--- src/rtl/iob_sync_assim_fifo_pkg.sv ---
// Shared definitions for the asymmetric-width FIFO.
// Provides width geometry (MIN_W, W_UNITS, R_UNITS), a clog2 helper, a
// configuration checker and a macro that stops elaboration on a bad setup.

`define IOB_ASSIM_FIFO_CHECK(W, R, A) \
  localparam bit CFG_OK = iob_assim_fifo_pkg::cfg_ok((W), (R), (A)); \
  if (!CFG_OK) begin : g_cfg_bad \
    $error("iob_assim_fifo: unsupported width ratio or capacity"); \
  end

package iob_assim_fifo_pkg;

  // Storage unit width and word sizes expressed in storage units.
  typedef struct packed {
    int unsigned min_w;
    int unsigned w_units;
    int unsigned r_units;
  } geom_t;

  function automatic geom_t fifo_geom(input int unsigned w_w, input int unsigned r_w);
    geom_t g;
    g.min_w   = (w_w < r_w) ? w_w : r_w;
    g.w_units = w_w / g.min_w;
    g.r_units = r_w / g.min_w;
    return g;
  endfunction

  function automatic int unsigned clog2(input int unsigned v);
    int unsigned r;
    longint unsigned p;
    r = 0;
    p = 1;
    while (p < 64'(v)) begin
      p = p * 2;
      r = r + 1;
    end
    return r;
  endfunction

  function automatic bit is_pow2(input int unsigned v);
    return (v != 0) && ((v & (v - 1)) == 0);
  endfunction

  // Ratio must be a power of two and the buffer must hold two of the larger word.
  function automatic bit cfg_ok(input int unsigned w_w, input int unsigned r_w,
                                input int unsigned addr_w);
    geom_t       g;
    int unsigned max_units;
    if (w_w == 0 || r_w == 0 || addr_w == 0 || addr_w > 30) return 1'b0;
    g = fifo_geom(w_w, r_w);
    if ((w_w % g.min_w) != 0 || (r_w % g.min_w) != 0) return 1'b0;
    if (!is_pow2(g.w_units) || !is_pow2(g.r_units)) return 1'b0;
    max_units = (g.w_units > g.r_units) ? g.w_units : g.r_units;
    return (32'(1) << addr_w) >= (2 * max_units);
  endfunction

endpackage

--- src/rtl/iob_sync_assim_fifo_if.sv ---
// Handshake bundle for iob_sync_assim_fifo.
// master: producer/consumer side (drives w_en, w_data, r_en).
// slave : FIFO side (drives full, empty, level, r_data, r_valid, error pulses).

interface iob_sync_assim_fifo_if #(
  parameter int unsigned W_DATA_W = 32,
  parameter int unsigned R_DATA_W = 8,
  parameter int unsigned ADDR_W   = 4
);
  logic                w_en;
  logic [W_DATA_W-1:0] w_data;
  logic                full;
  logic                r_en;
  logic [R_DATA_W-1:0] r_data;
  logic                r_valid;
  logic                empty;
  logic [ADDR_W:0]     level;
  logic                overflow;
  logic                underflow;

  modport master (
    output w_en, w_data, r_en,
    input  full, r_data, r_valid, empty, level, overflow, underflow
  );

  modport slave (
    input  w_en, w_data, r_en,
    output full, r_data, r_valid, empty, level, overflow, underflow
  );
endinterface

--- src/rtl/iob_sync_assim_fifo_ram.sv ---
// Asymmetric single-clock storage built from MIN_W-wide units.
// Ports: clk, rst_n (clears only the read register), w_en/w_ptr/w_data write
// port (W_DATA_W wide), r_en/r_ptr/r_data registered read port (R_DATA_W wide).
// Pointers are in MIN_W units and naturally aligned, so the word address is
// ptr/W_UNITS (write) or ptr/R_UNITS (read) with the low bits selecting the unit.

module iob_assim_fifo_ram
  import iob_assim_fifo_pkg::*;
#(
  parameter int unsigned W_DATA_W = 32,
  parameter int unsigned R_DATA_W = 8,
  parameter int unsigned ADDR_W   = 4
) (
  input  logic                clk,
  input  logic                rst_n,
  input  logic                w_en,
  input  logic [ADDR_W-1:0]   w_ptr,
  input  logic [W_DATA_W-1:0] w_data,
  input  logic                r_en,
  input  logic [ADDR_W-1:0]   r_ptr,
  output logic [R_DATA_W-1:0] r_data
);
  localparam geom_t       GEOM    = fifo_geom(W_DATA_W, R_DATA_W);
  localparam int unsigned MIN_W   = GEOM.min_w;
  localparam int unsigned W_UNITS = GEOM.w_units;
  localparam int unsigned R_UNITS = GEOM.r_units;
  localparam int unsigned CAP     = 2 ** ADDR_W;

  logic [MIN_W-1:0]    mem [CAP];
  logic [R_DATA_W-1:0] rd_word;

  // Little-endian scatter of the write word; storage is never reset.
  always_ff @(posedge clk) begin
    if (w_en) begin
      for (int k = 0; k < int'(W_UNITS); k++) begin
        mem[ADDR_W'(w_ptr + ADDR_W'(k))] <= w_data[k*MIN_W +: MIN_W];
      end
    end
  end

  // Gather of the read word, low unit first.
  always_comb begin
    rd_word = '0;
    for (int k = 0; k < int'(R_UNITS); k++) begin
      rd_word[k*MIN_W +: MIN_W] = mem[ADDR_W'(r_ptr + ADDR_W'(k))];
    end
  end

  // Registered read; holds its value when no read is taken.
  always_ff @(posedge clk) begin
    if (!rst_n) begin
      r_data <= '0;
    end else if (r_en) begin
      r_data <= rd_word;
    end
  end
endmodule

--- src/rtl/iob_sync_assim_fifo.sv ---
// Single-clock width-converting FIFO.
// Ports: clk, rst_n (synchronous, active-low), bus (slave modport):
//   w_en/w_data/full write side, r_en/r_data/r_valid/empty read side,
//   level occupancy in MIN_W units, overflow/underflow one-cycle error pulses.
// Holds pointers, the level counter, flags and error pulses; data lives in
// iob_assim_fifo_ram.

module iob_sync_assim_fifo
  import iob_assim_fifo_pkg::*;
#(
  parameter int unsigned W_DATA_W = 32,
  parameter int unsigned R_DATA_W = 8,
  parameter int unsigned ADDR_W   = 4
) (
  input logic                  clk,
  input logic                  rst_n,
  iob_sync_assim_fifo_if.slave bus
);
  localparam geom_t       GEOM    = fifo_geom(W_DATA_W, R_DATA_W);
  localparam int unsigned W_UNITS = GEOM.w_units;
  localparam int unsigned R_UNITS = GEOM.r_units;
  localparam int unsigned CAP     = 2 ** ADDR_W;
  localparam int unsigned LVL_W   = ADDR_W + 1;

  `IOB_ASSIM_FIFO_CHECK(W_DATA_W, R_DATA_W, ADDR_W)

  logic [ADDR_W-1:0]   wptr;
  logic [ADDR_W-1:0]   rptr;
  logic [LVL_W-1:0]    level;
  logic                r_valid;
  logic                overflow;
  logic                underflow;
  logic [R_DATA_W-1:0] r_data;
  logic                full_c;
  logic                empty_c;
  logic                wacc_c;
  logic                racc_c;

  // Flags come only from the registered level, so a read never sees the
  // word being written in the same cycle.
  assign full_c  = level > LVL_W'(CAP - W_UNITS);
  assign empty_c = level < LVL_W'(R_UNITS);
  assign wacc_c  = bus.w_en & ~full_c;
  assign racc_c  = bus.r_en & ~empty_c;

  // Pointer, level and pulse registers; reset wins over any request.
  always_ff @(posedge clk) begin
    if (!rst_n) begin
      wptr      <= '0;
      rptr      <= '0;
      level     <= '0;
      r_valid   <= 1'b0;
      overflow  <= 1'b0;
      underflow <= 1'b0;
    end else begin
      if (wacc_c) wptr <= ADDR_W'(wptr + ADDR_W'(W_UNITS));
      if (racc_c) rptr <= ADDR_W'(rptr + ADDR_W'(R_UNITS));
      level     <= LVL_W'(level + (wacc_c ? LVL_W'(W_UNITS) : LVL_W'(0))
                                - (racc_c ? LVL_W'(R_UNITS) : LVL_W'(0)));
      r_valid   <= racc_c;
      overflow  <= bus.w_en & full_c;
      underflow <= bus.r_en & empty_c;
    end
  end

  iob_assim_fifo_ram #(
    .W_DATA_W (W_DATA_W),
    .R_DATA_W (R_DATA_W),
    .ADDR_W   (ADDR_W)
  ) u_ram (
    .clk    (clk),
    .rst_n  (rst_n),
    .w_en   (wacc_c),
    .w_ptr  (wptr),
    .w_data (bus.w_data),
    .r_en   (racc_c),
    .r_ptr  (rptr),
    .r_data (r_data)
  );

  assign bus.full      = full_c;
  assign bus.empty     = empty_c;
  assign bus.level     = level;
  assign bus.r_valid   = r_valid;
  assign bus.r_data    = r_data;
  assign bus.overflow  = overflow;
  assign bus.underflow = underflow;
endmodule

--- src/flat_wrapper.sv ---
// flat-port wrapper written by rule: the top's interface ports become plain ports
module iob_sync_assim_fifo_flat import iob_assim_fifo_pkg::*;
#(
  parameter int unsigned W_DATA_W = 32,
  parameter int unsigned R_DATA_W = 8,
  parameter int unsigned ADDR_W   = 4
)
  (clk, rst_n, bus_w_en, bus_w_data, bus_r_en, bus_full, bus_r_data, bus_r_valid, bus_empty, bus_level, bus_overflow, bus_underflow);
  iob_sync_assim_fifo_if #(.W_DATA_W(W_DATA_W), .R_DATA_W(R_DATA_W), .ADDR_W(ADDR_W)) bus_i ();
  input logic clk;
  input logic rst_n;
  input wire logic [$bits(bus_i.w_en)-1:0] bus_w_en;
  input wire logic [$bits(bus_i.w_data)-1:0] bus_w_data;
  input wire logic [$bits(bus_i.r_en)-1:0] bus_r_en;
  output wire logic [$bits(bus_i.full)-1:0] bus_full;
  output wire logic [$bits(bus_i.r_data)-1:0] bus_r_data;
  output wire logic [$bits(bus_i.r_valid)-1:0] bus_r_valid;
  output wire logic [$bits(bus_i.empty)-1:0] bus_empty;
  output wire logic [$bits(bus_i.level)-1:0] bus_level;
  output wire logic [$bits(bus_i.overflow)-1:0] bus_overflow;
  output wire logic [$bits(bus_i.underflow)-1:0] bus_underflow;
  assign bus_i.w_en = bus_w_en;
  assign bus_i.w_data = bus_w_data;
  assign bus_i.r_en = bus_r_en;
  assign bus_full = bus_i.full;
  assign bus_r_data = bus_i.r_data;
  assign bus_r_valid = bus_i.r_valid;
  assign bus_empty = bus_i.empty;
  assign bus_level = bus_i.level;
  assign bus_overflow = bus_i.overflow;
  assign bus_underflow = bus_i.underflow;
  iob_sync_assim_fifo #(.W_DATA_W(W_DATA_W), .R_DATA_W(R_DATA_W), .ADDR_W(ADDR_W)) u_core (.clk(clk), .rst_n(rst_n), .bus(bus_i));
endmodule
--- config.mk ---
export PLATFORM = sky130hd
export DESIGN_NAME = iob_sync_assim_fifo_flat
export DESIGN_NICKNAME = d
export VERILOG_FILES = /design/src/rtl/iob_sync_assim_fifo_pkg.sv /design/src/rtl/iob_sync_assim_fifo_if.sv /design/src/rtl/iob_sync_assim_fifo_ram.sv /design/src/rtl/iob_sync_assim_fifo.sv /design/src/flat_wrapper.sv
export SDC_FILE = /design/constraint.sdc
export NUM_CORES = 1
export LEC_CHECK = 0
export BUFFER_PORTS_ARGS = -buffer_cell sky130_fd_sc_hd__buf_2
export CAP_MARGIN = 20
export CORE_ASPECT_RATIO = 1.75
export CORE_MARGIN = 8
export CORE_UTILIZATION = 45
export CTS_BUF_LIST = sky130_fd_sc_hd__clkbuf_8
export DETAILED_ROUTE_END_ITERATION = 8
export GPL_TIMING_DRIVEN = 0
export PLACE_DENSITY_LB_ADDON = 0.08
export SYNTH_ARGS = -nofsm -noshare
export SYNTH_HDL_FRONTEND = slang
export SYNTH_SLANG_ARGS = --single-unit
--- constraint.sdc ---
create_clock -name clk -period 4.5 [get_ports clk]
set_clock_uncertainty 0.2 [all_clocks]
set_input_delay 0.225 -clock clk [delete_from_list [all_inputs] [get_ports clk]]
set_output_delay 0.225 -clock clk [all_outputs]
set_load 0.02 [all_outputs]
==> results_dict.tcl, run 1 <==
set metrics [dict create \
    cp.arrival_ps 2980 \
    htree_levels 4 \
    drive_above_1_share_pct 31.6 \
    ys_seq_elements 150 \
    row_count 55 \
    dp_cells 521 \
    vias 3044 \
    root_buffer "clkbuf_8" \
    drt_iter0_markers 209 \
    vias_per_cell 5.17 \
    antenna_found_initial 0 \
    crit_fanout 7 \
    initial_utilization_pct 45.7 \
    die_w_um 102 \
    core_mm2 0.0128 \
    netlist_area_mm2 0.00585 \
    synth_area_leader_cell "edfxtp_1" \
    ir_drop_uv 262 \
    crit_required_ps 4640 \
    area_growth_pct 20.5 \
    detail_route.first_pass.iterations 4 \
    leakagePower_nw 2.46 \
    netlist.area_leader.share_pct 65.7 \
    cp_num_buf_inv 2 \
    rsz0062_at_grt "false" \
    antenna_cells 0 \
    synth_nets 347 \
    grt_overflow 0 \
    cp_slowest_cell "a311oi_4" \
    portBuffers 53 \
    place_hpwl_um 7630 \
    worstMarginPinSlew_ps 895 \
    route.met3.wl_um 662 \
    min_path_type "in -> reg" \
    power.density_mw_per_mm2 518 \
    antenna_left 0 \
    relSlewSlack_pct 40.3 \
    setup_viol 0 \
    max_clock_freq_ghz 0.352 \
    maxSlewViolCount 0 \
    gp_congestion 0.734 \
    cts_setup_buffers 0 \
    yosysWarnings 0 \
    nets 455 \
    ys_seq_area_share_pct 73.2 \
    synth_area_leaders "edfxtp_1, mux4_2, dfxtp_1" \
    worstSkewPairLatency_ps 440 \
    wl_met2_um 6520 \
    avgRoutedWirePerCell_um 20.2 \
    cts.reportedPaths.clkPinSlew_ps 90 \
    cts_tree "built" \
    wl_met1_um 4530 \
    hold_violations 0 \
    grtUsageTotal_pct 15.1 \
    crit_type "reg -> reg" \
    post-route-util_pct 55.1 \
    syn_inst 297 \
    min_period_ps 2840 \
    crit_path_max_incr_delay_ps 460 \
    drv_cap 0 \
    grt_pass1_wl_um 18600 \
    io_pins 54 \
    worstSetupStartpointType "register" \
    status "complete, no violations" \
    min_period_over_period_pct 63.2 \
    grt_pass1_vias 3395 \
    fp.dieArea_mm2 0.0171 \
    wirelength_um 11900 \
    cts_made_buffers 17 \
    final_cells 589 \
    crit_path_cell_trace "or3b_4, a311oi_4, inv_1, ha_1, inv_1, ha_1, a21o_1, a21oi_1, xnor2_1, nor2_1" \
    cp_top_family "compound AO/OA/AOI/OAI gates" \
    drc 0 \
    highest_layer "met4" \
    grt_max_degree 33 \
    yosysUniqueCellTypes 27 \
    clock-sinks 150 \
    postSynthAreaPerCell_um2 19.7 \
    tns_ps 0 \
    clock_path_buffers 2 \
    cp-end-kind "register" \
    dieHeight_um 167 \
]
## cells in the mapped netlist
cell type,n
a21o_1,1
a21oi_1,2
a311oi_4,1
and2_1,2
and2_2,4
and3_1,3
buf_2,5
buf_4,3
clkbuf_1,4
clkinv_1,1
dfxtp_1,22
edfxtp_1,128
fa_1,1
ha_1,13
inv_1,15
mux2i_1,17
mux4_2,32
nand2_1,3
nand3_1,11
nor2_1,10
o211ai_1,2
o21ai_1,1
o221ai_1,8
o31a_2,1
or3b_4,1
xnor2_1,5
xor2_1,1
## cell families (layout without fill, tap and decap cells)
group	count (synthesis)	in the layout	synth area share, %
AOI/OAI and AO/OA	16	16	2.46
xor gates and xnor gates	6	6	0.898
adders and majority gates	14	14	3.12
buffers and inverters	28	149	2.09
DFF	150	150	73.2
muxes	49	49	15.2
and+or+nand+nor	34	34	3.01
## what timing repair did
action | 4_1_cts | 5_1_grt
hold endpoints to repair | 132 | 0
hold buffers | 36 | 0
gates resized for setup | 0 | 0
endpoints found under the setup margin | 0 | 0
## power by group
group / switching (mW) / internal [mW]
Combinational: 0.525 / 0.398
Clock: 0.534 / 0.396
Sequential: 0.0781 / 1.72
Total: 1.14 / 2.51
## flip-flops by register name, summed over array words and instances (netlist names)
signal,count
u_core.u_ram.r_data,8
u_core.rptr,4
u_core.bus.overflow,1
u_core.wptr,2
u_core.bus.level,5
u_core.bus.underflow,1
u_core.u_ram.mem,128
u_core.bus.r_valid,1
## worst reg2reg max path, stage by stage (launching register included)
cell,delay (ps)
dfxtp_1,390
or3b_4,460
a311oi_4,460
inv_1,80
ha_1,290
inv_1,60
ha_1,260
a21o_1,170
a21oi_1,170
xnor2_1,150
nor2_1,50
## layout by cell type, fill, tap and decap left out, types with 4 or more instances in the layout
cell type      count
nand3_1           11
dfxtp_1           22
mux4_2            32
clkbuf_8          17
inv_1             15
edfxtp_1         128
dlygate4sd3_1     36
ha_1              13
clkbuf_1           4
buf_2             58
and2_2             4
mux2i_1           17
xnor2_1            5
o221ai_1           8
nor2_1            10
## layer usage
metal	track usage (%)	vias to the layer above
li1	-	1402
met1	16.9	1544
met2	26.6	85
met3	4.01	13
met4	4.88	0
met5	0	-
## worst paths after layout
| check | to | slack (ps) | cells past startpoint | start |
|---|---|---|---|---|
| setup / recovery | u_core.bus.level[4] | 1660 | 10 | u_core.bus.level[1] |
| hold reg to reg | u_core.u_ram.r_data[7] | 290 | 2 | u_core.u_ram.r_data[7] |
| setup reg to reg | u_core.bus.level[4] | 1660 | 10 | u_core.bus.level[1] |
| hold / removal | u_core.bus.level[4] | 30 | 3 | rst_n |
## layout make-up
| type | instances | area, um2 |
|---|---|---|
| inverters | 16 | 60.1 |
| repair buffers | 89 | 626 |
| plain buffers | 12 | 62.6 |
| flip-flops and latches | 150 | 4280 |
| fillers | 1082 | 5750 |
| clock inverters | 15 | 124 |
| multi-input cells | 119 | 1450 |
| well taps | 171 | 214 |
| clock buffers | 17 | 234 |
## through the flow
stage / cell area [um2] / setup WS (ps) / power, mW / hold WS, ps
2_1_floorplan: 5850 / 1760 / 2.45 / 124
3_3_place_gp: 6330 / 1630 / 2.72 / 237
3_5_place_dp: 6330 / 1620 / 2.75 / 249
4_1_cts: 7050 / 1600 / 3.70 / 10.8
5_1_grt: 7050 / 1480 / 3.84 / 32.4
6_report: 7050 / 1660 / 3.65 / 27.0
(Power assumes the default switching activity.)
==> inputs of run 2 (changes only) <==
==> constraint.sdc (replaced) <==
create_clock -name clk -period 2.9 [get_ports clk]
set_clock_uncertainty 0.2 [all_clocks]
set_input_delay 0.145 -clock clk [delete_from_list [all_inputs] [get_ports clk]]
set_output_delay 0.145 -clock clk [all_outputs]
set_load 0.02 [all_outputs]
==> run 2 against run 1 <==
  * Register-to-register slack worse by 1400 ps
  * Critical path depth fell by 6
  * Final cell count up 0.51%
  * Routed wire length is 0.46% higher
  * Design area grew 0.36%
  * Hold slack improved by 220 ps
  * Combinational power up 56%
  * Sequential share of layout area fell by 0.21 points
  * Clock power increased by 55%
  * Die area did not move
  * Via count increased by 0.56%
  * Sequential power increased by 55%
==> results_dict.tcl, run 2 (same netlist as run 1, synthesis figures left out) <==
set metrics [dict create \
    status "complete, no violations" \
    detail_route.first_pass.iterations 4 \
    grt_overflow 0 \
    hp-start "bus_w_data[1]" \
    leakagePower_nw 2.47 \
    drt_iter0_markers 209 \
    row_count 55 \
    relSlewSlack_pct 39.9 \
    max_clock_freq_ghz 0.375 \
    timing.rr.end "u_core.u_ram.mem[14][3]" \
    tns_ps 0 \
    wirelength_um 11900 \
    root_buffer "clkbuf_8" \
    cp.arrival_ps 2520 \
    initial_utilization_pct 45.7 \
    antenna_found_initial 0 \
    power.density_mw_per_mm2 802 \
    vias_per_cell 5.17 \
    final.setup.worst_slack_ps 234 \
    startpoint "u_core.bus.level[1]" \
    portBuffers 53 \
    rsz0062_at_grt "false" \
    fp.dieArea_mm2 0.0171 \
    hold_depth 2 \
    grtUsageTotal_pct 15.1 \
    crit_required_ps 2760 \
    clock-sinks 150 \
    gp_congestion 0.734 \
    clock_path_buffers 2 \
    setup_viol 0 \
    cts.reportedPaths.clkPinSlew_ps 90 \
    mostFrequentLayoutCells "edfxtp_1, buf_2, dlygate4sd3_1" \
    dieHeight_um 167 \
    grt_pass1_wl_um 18600 \
    cts_made_buffers 17 \
    vias 3061 \
    ff2ff_path_depth 4 \
    top_regs "u_core.u_ram.mem x128, u_core.u_ram.r_data x8, u_core.bus.level x5" \
    drc 0 \
    nets 458 \
    crit_fanout 32 \
    drv_cap 0 \
    min_period_over_period_pct 91.9 \
    worstSetupStartpointType "register" \
    place_hpwl_um 7630 \
    core_mm2 0.0128 \
    largest-register "u_core.u_ram.mem" \
    min_period_ps 2670 \
    cp-end-kind "register" \
    min_path_type "in -> reg" \
    hold_ws_ps 252 \
    grt_pass1_vias 3415 \
    post-route-util_pct 55.3 \
    avgRoutedWirePerCell_um 20.1 \
    grt_max_degree 33 \
    ir_drop_uv 405 \
    maxSlewViolCount 0 \
    drive_above_1_share_pct 31.8 \
    holdPathEnd "u_core.u_ram.mem[4][1]" \
    antenna_left 0 \
    hold_violations 0 \
    place_ws_ps 15.6 \
    worstSkewPairLatency_ps 440 \
    crit_type "reg -> reg" \
    htree_levels 4 \
    r2r_start "u_core.bus.level[1]" \
    reg2reg_slack_ps 230 \
    largest_reg_flops 128 \
    die_w_um 102 \
    mostFrequentLayoutCell "edfxtp_1" \
    io_pins 54 \
    area_growth_pct 20.9 \
    antenna_cells 0 \
    cts_tree "built" \
    worstMarginPinSlew_ps 901 \
]
==> run 2: repair_timing <==
action / CTS / global route
endpoints found under the hold margin: 140 / 0
resized for setup: 0 / 0
setup buffers: 0 / 2
endpoints found under the setup margin: 0 / 31
hold buffers: 37 / 0
==> run 2: power breakdown <==
part | switching, mW | internal [mW]
sequential | 0.122 | 2.67
clock | 0.827 | 0.614
combinational | 0.817 | 0.628
total | 1.77 | 3.91
==> run 2: worst max-delay path by stage <==
stage                              end  slack, ps  cells past startpoint
2_1_floorplan      u_core.bus.level[4]        160                     10
3_3_place_gp       u_core.bus.level[4]         30                     10
3_5_place_dp       u_core.bus.level[4]         20                     10
4_1_cts            u_core.bus.level[4]          5                     10
5_1_grt        u_core.u_ram.mem[12][3]         90                      4
6_report       u_core.u_ram.mem[14][3]        230                      4
==> run 2: layout make-up <==
cell class              instances  area (um2)
clock buffers                  17         234
inverters                      16        60.1
fillers                      1080        5720
repair buffers                 92         651
well taps                     171         214
multi-input cells             119        1450
plain buffers                  12        62.6
clock inverters                15         124
flip-flops and latches        150        4280
==> run 2: critical path: stages (launching register included) <==
cell	delay [ps]
dfxtp_1	400
or3b_4	460
a311oi_4	290
buf_4	180
and2_2	730
==> run 2: per-stage QoR <==
| stage | cells | power, mW | instance area (um2) |
|---|---|---|---|
| floorplan | 297 | 3.81 | 5850 |
| global placement | 521 | 4.22 | 6330 |
| detailed placement | 521 | 4.26 | 6330 |
| CTS | 590 | 5.74 | 7060 |
| global route | 592 | 5.98 | 7080 |
| finish | 592 | 5.67 | 7080 |
==> run 2: metal layers <==
layer	routed length (um)	global-route usage, %
met1	4580	16.8
met2	6590	26.8
met3	617	3.97
met4	148	4.88
met5	0	0
==> inputs of run 3 (changes only) <==
--- a/config.mk
+++ b/config.mk
@@ -5,7 +5,8 @@
 export SDC_FILE = /design/constraint.sdc
 export NUM_CORES = 1
 export LEC_CHECK = 0
-export BUFFER_PORTS_ARGS = -buffer_cell sky130_fd_sc_hd__buf_2
+export ABC_CLOCK_PERIOD_IN_PS = 2900
+export BUFFER_PORTS_ARGS = -buffer_cell sky130_fd_sc_hd__buf_4
 export CAP_MARGIN = 20
 export CORE_ASPECT_RATIO = 1.75
 export CORE_MARGIN = 8
@@ -14,6 +15,7 @@
 export DETAILED_ROUTE_END_ITERATION = 8
 export GPL_TIMING_DRIVEN = 0
 export PLACE_DENSITY_LB_ADDON = 0.08
+export SLEW_MARGIN = 10
 export SYNTH_ARGS = -nofsm -noshare
 export SYNTH_HDL_FRONTEND = slang
 export SYNTH_SLANG_ARGS = --single-unit
==> run 3 against run 2 <==
  * Setup slack got worse by 40 ps
  * Register-to-register slack got worse by 40 ps
  * Combinational power increased by 6%
  * Critical path depth increased by 6
  * Global-route usage decreased by 0.11 points
  * Count of clock-buffer cells in the layout increased by 1
  * Highest routed layer unchanged
==> results_dict.tcl, run 3 (same netlist as run 1, synthesis figures left out) <==
set metrics [dict create \
    status "complete, no violations" \
    cp_top_family "compound AO/OA/AOI/OAI gates" \
    setup_viol 0 \
    initial_utilization_pct 45.7 \
    grt_overflow 0 \
    worstSkewPairLatency_ps 440 \
    power_frac_seq_pct 46.8 \
    cts.reportedPaths.clkPinSlew_ps 90 \
    drc 0 \
    wirelength_um 11900 \
    cp.arrival_ps 2840 \
    worstSetupStartpointType "register" \
    power.density_mw_per_mm2 820 \
    clock-sinks 150 \
    tns_ps 0 \
    leakagePower_nw 2.53 \
    grt_pass1_vias 3335 \
    crit_fanout 6 \
    max_clock_freq_ghz 0.370 \
    min_path_type "in -> reg" \
    mostFrequentLayoutCell "edfxtp_1" \
    n_fill_cell 1027 \
    top_regs "u_core.u_ram.mem x128, u_core.u_ram.r_data x8, u_core.bus.level x5" \
    io_pins 54 \
    fp.dieArea_mm2 0.0171 \
    hold_violations 0 \
    grt_max_degree 33 \
    vias_per_cell 5.17 \
    cts_resized 0 \
    portBuffers 53 \
    gp_congestion 0.748 \
    ff_latch_area_mm2 0.00428 \
    hold_depth 2 \
    min_period_ps 2710 \
    crit_required_ps 3030 \
    die_w_um 102 \
    crit_path_cell_trace "or3b_4, a311oi_4, inv_1, ha_1, inv_1, ha_1, a21o_1, a21oi_1, xnor2_1, nor2_1" \
    placed_cell_area_mm2 0.00646 \
    antenna_left 0 \
    clock_path_buffers 2 \
    htree_levels 4 \
    combPwrFrac_pct 25.5 \
    drv_cap 0 \
    root_buffer "clkbuf_8" \
    power_frac_clock_pct 27.7 \
    post-route-util_pct 56.8 \
    min_period_over_period_pct 93.3 \
    worstMarginPinSlew_ps 866 \
    maxSlewViolCount 0 \
    cp_slowest_cell "or3b_4" \
    row_count 55 \
    mostFrequentLayoutCells "edfxtp_1, buf_4, dlygate4sd3_1" \
    cp_num_buf_inv 2 \
    crit_path_max_incr_delay_ps 450 \
    rsz0062_at_grt "false" \
    p_switching_mw 1.78 \
    core_mm2 0.0128 \
    drt_iter0_markers 205 \
    ff2ff_path_depth 10 \
    nets 458 \
    dieHeight_um 167 \
    vias 3058 \
    cp-end-kind "register" \
    swShare_pct 29.9 \
    detail_route.first_pass.iterations 4 \
    grtUsageTotal_pct 15.0 \
    multi_input_area_mm2 0.00145 \
    cts_tree "built" \
    cts_made_buffers 17 \
    intPower_mw 4.17 \
    grt_pass1_wl_um 18500 \
    antenna_found_initial 0 \
    crit_type "reg -> reg" \
    design_area_mm2 0.00726 \
    drive_above_1_share_pct 31.8 \
    place_hpwl_um 7460 \
    relSlewSlack_pct 42.3 \
    largest-register "u_core.u_ram.mem" \
    ir_drop_uv 437 \
    avgRoutedWirePerCell_um 20.1 \
    path_depth 10 \
    largest_reg_flops 128 \
    area_growth_pct 24.1 \
    antenna_cells 0 \
]
run 3: cell count changes in the layout (fill, tap and decap cells not counted):
cell       change
buf_2         -53
buf_4         +53
bufinv_16      +2
clkbuf_8       +1
clkinv_2       -3
inv_6          +1
inv_8          -1
run 3: power by group through the flow:
stage | clock (mW) | combinational, mW | sequential (mW)
floorplan | 0 | 0.912 | 2.89
global placement | 0 | 1.46 | 2.83
detailed placement | 0 | 1.49 | 2.84
CTS | 1.68 | 1.54 | 2.79
global route | 1.77 | 1.67 | 2.82
finish | 1.65 | 1.52 | 2.79
run 3: layout make-up:
type / instances / share of cell area [%]
plain buffers: 12 / 0.861
clock buffers: 18 / 3.41
clock inverters: 14 / 2.29
inverters: 16 / 0.827
multi-input cells: 119 / 19.9
flip-flops and latches: 150 / 59.0
well taps: 171 / 2.95
repair buffers: 92 / 10.8
run 3: worst register-to-register path: stages (launching register included):
cell,delay [ps]
dfxtp_1,400
or3b_4,460
a311oi_4,320
inv_1,70
ha_1,270
inv_1,60
ha_1,270
a21o_1,180
a21oi_1,170
xnor2_1,150
nor2_1,50
run 3: worst paths after layout:
kind                                from                      end  slack [ps]
hold / removal            bus_w_data[17]  u_core.u_ram.mem[10][1]         250
setup reg to reg     u_core.bus.level[1]      u_core.bus.level[4]         190
setup / recovery     u_core.bus.level[1]      u_core.bus.level[4]         190
hold reg to reg   u_core.u_ram.r_data[6]   u_core.u_ram.r_data[6]         310
run 3: metal layers:
metal,wire length [um],up-vias,GRT usage [%]
li1,-,1413,-
met1,4700,1561,17.2
met5,0,-,0
met4,68,0,6.36
met3,591,4,3.42
met2,6560,80,25.8
run 3: stage by stage:
step | std cells | worst slack (ps) | total power [mW] | hold slack, ps
floorplan | 297 | 156 | 3.81 | 43.9
global placement | 521 | 22.1 | 4.29 | 149
detailed placement | 521 | 10.7 | 4.33 | 151
CTS | 590 | 29.7 | 6.02 | 216
global route | 592 | 70.4 | 6.26 | 231
finish | 592 | 194 | 5.96 | 247
run 3: repair_timing:
| action | 4_1_cts | 5_1_grt |
|---|---|---|
| hold endpoints to repair | 140 | 0 |
| pin swaps | 1 | 1 |
| endpoints found under the setup margin | 1 | 1 |
| hold buffers | 37 | 0 |
| setup buffers | 0 | 2 |
